--- src/rtl/tcam_16x8.sv ---
// tcam_16x8: 16 x 8 binary CAM with per-bit write mask, per-entry valid and masked compare.
// Optional lowest-index hit address output HITA is enabled by defining TCAM_HIT_ADDR_EN.
module tcam_16x8 #(
    parameter int WORDS  = 16,
    parameter int BITS   = 8,
    parameter int ADDR_W = 4,
    parameter int BANKS  = 1
) (
    input  logic              CK,
    input  logic              RST_N,
    input  logic              CS,
    input  logic              FLUSH,
    input  logic              VBE,
    input  logic              DCS,
    input  logic              WR,
    input  logic              RD,
    input  logic              CMP,
    input  logic [BITS-1:0]   DI,
    input  logic [BITS-1:0]   MSKB,
    input  logic              VBI,
    input  logic [ADDR_W-1:0] A,
    input  logic [BANKS-1:0]  CBE,
    output logic [BITS-1:0]   DO,
    output logic              VBO,
    output logic              HIT,
    output logic [WORDS-1:0]  HITLINE
`ifdef TCAM_HIT_ADDR_EN
    ,
    output logic [ADDR_W-1:0] HITA
`endif
);

    localparam int BANK_SZ = WORDS / BANKS;

    typedef enum logic [2:0] {
        OP_NONE,
        OP_FLUSH,
        OP_WR,
        OP_RD,
        OP_CMP
    } op_e;

    logic [BITS-1:0]  data [WORDS];
    logic [WORDS-1:0] valid;
    logic [WORDS-1:0] hit_c;
    logic             addr_ok;
    op_e              op;

    // Zero-extend so the bound check stays meaningful for non-power-of-2 depths.
    assign addr_ok = {1'b0, A} < (ADDR_W + 1)'(WORDS);

    always_comb begin
        op = OP_NONE;
        if (CS) begin
            if (FLUSH)    op = OP_FLUSH;
            else if (WR)  op = OP_WR;
            else if (RD)  op = OP_RD;
            else if (CMP) op = OP_CMP;
        end
    end

    for (genvar i = 0; i < WORDS; i++) begin : g_cmp
        assign hit_c[i] = valid[i]
                        & ~CBE[i / BANK_SZ]
                        & (((data[i] ^ DI) & MSKB) == '0);
    end

`ifdef TCAM_HIT_ADDR_EN
    logic [ADDR_W-1:0] hita_c;

    // Scan from the top so the lowest matching index wins.
    always_comb begin
        hita_c = '0;
        for (int i = WORDS - 1; i >= 0; i--) begin
            if (hit_c[i]) hita_c = ADDR_W'(i);
        end
    end
`endif

    always_ff @(posedge CK or negedge RST_N) begin
        if (!RST_N) begin
            for (int i = 0; i < WORDS; i++) data[i] <= '0;
            valid   <= '0;
            DO      <= '0;
            VBO     <= 1'b0;
            HIT     <= 1'b0;
            HITLINE <= '0;
`ifdef TCAM_HIT_ADDR_EN
            HITA    <= '0;
`endif
        end else begin
            unique case (op)
                OP_FLUSH: begin
                    valid   <= '0;
                    HIT     <= 1'b0;
                    HITLINE <= '0;
`ifdef TCAM_HIT_ADDR_EN
                    HITA    <= '0;
`endif
                end
                OP_WR: begin
                    if (addr_ok) begin
                        if (DCS) data[A] <= (data[A] & ~MSKB) | (DI & MSKB);
                        if (VBE) valid[A] <= VBI;
                    end
                end
                OP_RD: begin
                    if (DCS) DO <= addr_ok ? data[A] : '0;
                    if (VBE) VBO <= addr_ok & valid[A];
                end
                OP_CMP: begin
                    HITLINE <= hit_c;
                    HIT     <= |hit_c;
`ifdef TCAM_HIT_ADDR_EN
                    HITA    <= hita_c;
`endif
                end
                default: ;
            endcase
        end
    end

endmodule

--- config.mk ---
export PLATFORM = sky130hd
export DESIGN_NAME = tcam_16x8
export DESIGN_NICKNAME = d
export VERILOG_FILES = /design/src/rtl/tcam_16x8.sv
export SDC_FILE = /design/constraint.sdc
export NUM_CORES = 1
export LEC_CHECK = 0
export CORE_MARGIN = 3
export CORE_UTILIZATION = 40
export DETAILED_ROUTE_END_ITERATION = 10
export PLACE_DENSITY = 0.68
export SLEW_MARGIN = 10
export SYNTH_ARGS = -nofsm -noshare
export SYNTH_HDL_FRONTEND = slang
export SYNTH_SLANG_ARGS = --single-unit
--- constraint.sdc ---
create_clock -name CK -period 4 [get_ports CK]
set_clock_uncertainty 0.1 [all_clocks]
set_input_delay 0.8 -clock CK [delete_from_list [all_inputs] [get_ports CK]]
set_output_delay 0.8 -clock CK [all_outputs]
set_load 0.02 [all_outputs]
==> summary.txt <==
Setup path
  – Slowest cell on crit path: buf_2
  – Crit Path Category: input port to flop
  – Crit path cell chain: buf_2, buf_4, mux4_1, mux4_2, mux2i_4, o21ai_0
  – Crit path capture type: flop
  – Largest fanout on the critical path: 22
  – Critical Path RT: 4.19 ns
  – Worst EP arrival: 3.45 ns
  – CP peak stage delay: 0.58 ns
  – Worst setup SP type: input port

Finish
  – Most common cell after layout, fill and taps aside: dfrtp_1
  – Synth-to-layout area growth: 14.66%
  – Nets: 1,033
  – Area of the multi-input gates: 0.005161 sq mm
  – Fin cells: 1,334
  – Layout cell share with drive strength beyond 1: 12.41%
  – Reg area: 0.004254 sq mm
  – Fill count: 2,180
  – Commonest non-fill, non-tap cells in the layout: dfrtp_1 (170), xor2_1 (128), nand2_1 (124)
  – ANT cells: 0
  – Final core occ: 47.32%

Power and ir drop
  – Worst VDD drop: 0.3472 mV
  – Power density cells: 407.3 mW/mm^2
  – Switch share: 29.58%
  – Combinational share of power: 19.7%
  – Part of the power in the clock network: 36.1%
  – Flop pwr share: 44.2%
  – Switch Pwr: 1358 uW
  – Internal cell power: 3233 uW
  – Leak: 0.005185 uW

Yosys
  – Seq/Total Area, Yosys: 43.27%
  – Mapped Area: 0.009832 sq mm
  – Largest area contributor in the netlist: dfrtp_1
  – Post-synthesis cell count: 969
  – Synth Net Count: 1,000
  – Async S/R FF share, synth: 100.0%
  – Netlist cell types: 31
  – Commonest register cell after synthesis: dfrtp_1
  – Synth area leaders: dfrtp_1 (43%), xor2_1 (11%), mux4_2 (7.1%), nand2_1 (4.7%), nor2_1 (4.5%)
  – Seq cells post-synth: 170
  – Avg Cell Area, Syn: 10.15 sq um
  – Synth top area share: 43.27%
  – Synth warn: 0
  – Post-synth EDFFs: 0

STA
  – Max Fclk: 307.0 MHz
  – Tightest Pin Transition: 0.8669 ns
  – Min Hold Slack: 0.3116 ns
  – Slew Viols, Final: 0
  – Final setup viols: 0
  – Slew headroom: 42.02%
  – Final WS setup: 0.7429 ns
  – Final Critical Period: 3.257 ns
  – Final setup TNS: 0 ns
  – Final worst-path cycle share: 81.43%
  – Final-report hold violation count: 0
  – RSZ-0062 raised after global routing: false

Floorplan
  – I/O Pins: 57
  – Initial Utilization: 41.27%
  – Die Span Y: 162.8 um
  – Row count: 56
  – Die X: 162.8 um
  – DIE AREA: 0.02650 sq mm
  – Core area: 0.02382 sq mm

Place
  – I/O Buffers: 56
  – Dpl ws: 0.3147 ns
  – Placed insts: 1,302
  – Hpwl dp: 19,510 um
  – Routability congestion estimate: 0.8810

Clock network
  – Max clock buf depth: 2
  – Clock-pin slew on the worst setup and hold paths: 0.07 ns
  – Setup bufs post-CTS: 0
  – H-tree depth: 4
  – Cts repair resizes: 0
  – Root buffer cell: clkbuf_16
  – Sink Count: 170
  – # hold bufs at CTS: 0
  – TritonCTS clock tree: done
  – Worst-skew pair later-pin latency: 0.43 ns
  – Total CTS buffers: 17

GRT
  – GRT Util Overall: 20.98%
  – Gr ovfl total: 0
  – Vias in the first global route: 7,353
  – First-pass GRT wire length: 43,050 um
  – Largest net degree at the start of global routing: 82
  – Antenna violations before repair: 0

Routing
  – Wirelength per Cell: 20.28 um
  – Vias per Instance: 5.590
  – Drt pass-1 iters: 7
  – # DRC: 0
  – DRT iter0 DRCs: 595
  – Via count: 7,457
  – Routed Antenna Nets: 0
  – DRT Wirelength: 27,060 um

Min path
  – Hold Crit Class: input port to asynchronous set/reset pin

Job
  – Max-cap violation count: 0

Status
  – Run status: finished clean
==> layout make-up <==
class                           count  share of cell area, %
Clock buffer                       20                  4.140
Clock inverter                     12                  1.088
Multi-Input combinational cell    718                  45.78
Sequential cell                   170                  37.74
Tap cell                          319                  3.541
Timing Repair Buffer               95                  7.714
==> Yosys cell counts, types with 9 or more instances <==
master,n
mux2i_1,16
mux2_2,9
buf_2,21
clkbuf_1,39
nor3_1,18
o41ai_1,16
o21ai_0,41
a21oi_1,84
mux4_1,14
nor2_1,118
mux4_2,31
buf_6,10
nand3_1,24
a22oi_1,48
xor2_1,128
dfrtp_1,170
nand2_1,124
nand3b_1,18
==> critical path: cells and delay by family <==
kind / cells / cell delay (ns)
mux: 3 / 1.55
compound gates: 1 / 0.18
buf+inv: 2 / 0.90
==> flip-flops by register name, summed over array words and instances, names as in the netlist <==
signal,cells
data,128
HITLINE,16
valid,16
DO,8
HIT,1
VBO,1
==> cell families after synthesis <==
family | count (synthesis) | synth area share, %
AND/OR/NAND/NOR | 318 | 13.87
AO/OA/AOI/OAI | 194 | 11.89
flip-flops | 170 | 43.27
XOR/XNOR | 128 | 11.40
buffers and inverters | 81 | 4.238
multiplexers | 78 | 15.33
==> final timing paths <==
path                             from  cells after the start         end  slack, ns
max                              A[0]                      6   data[123]       0.74
min                             RST_N                      1   data[126]       0.31
max reg2reg                  data[52]                      4    data[60]       1.54
min reg2reg                HITLINE[2]                      2  HITLINE[2]       0.40
max in group asynchronous       RST_N                      2  HITLINE[8]       2.57
min in group CK            HITLINE[2]                      2  HITLINE[2]       0.40
==> power groups by stage <==
stage | clock [uW] | combinational [uW] | sequential (uW)
6_report | 1660 | 904 | 2030
5_1_grt | 1740 | 986 | 2050
4_1_cts | 1670 | 904 | 2030
3_5_place_dp | 0 | 897 | 2060
3_3_place_gp | 0 | 876 | 2060
2_1_floorplan | 0 | 627 | 2030
==> metal layers <==
layer | global-route usage, % | up-vias | part of all wire [%]
li1 | - | 3480 | -
met1 | 28.18 | 3702 | 43
met2 | 34.48 | 238 | 49
met3 | 3.510 | 37 | 5.4
met4 | 7.382 | 0 | 3.0
met5 | 0 | - | 0
==> stage by stage <==
step	total power (uW)	instance area [sq um]
detailed placement	2957	10680
finish	4591	11270
global placement	2931	10680
global route	4783	11270
CTS	4606	11270
floorplan	2656	9832
Note: power is estimated with default switching activity, not from simulation.
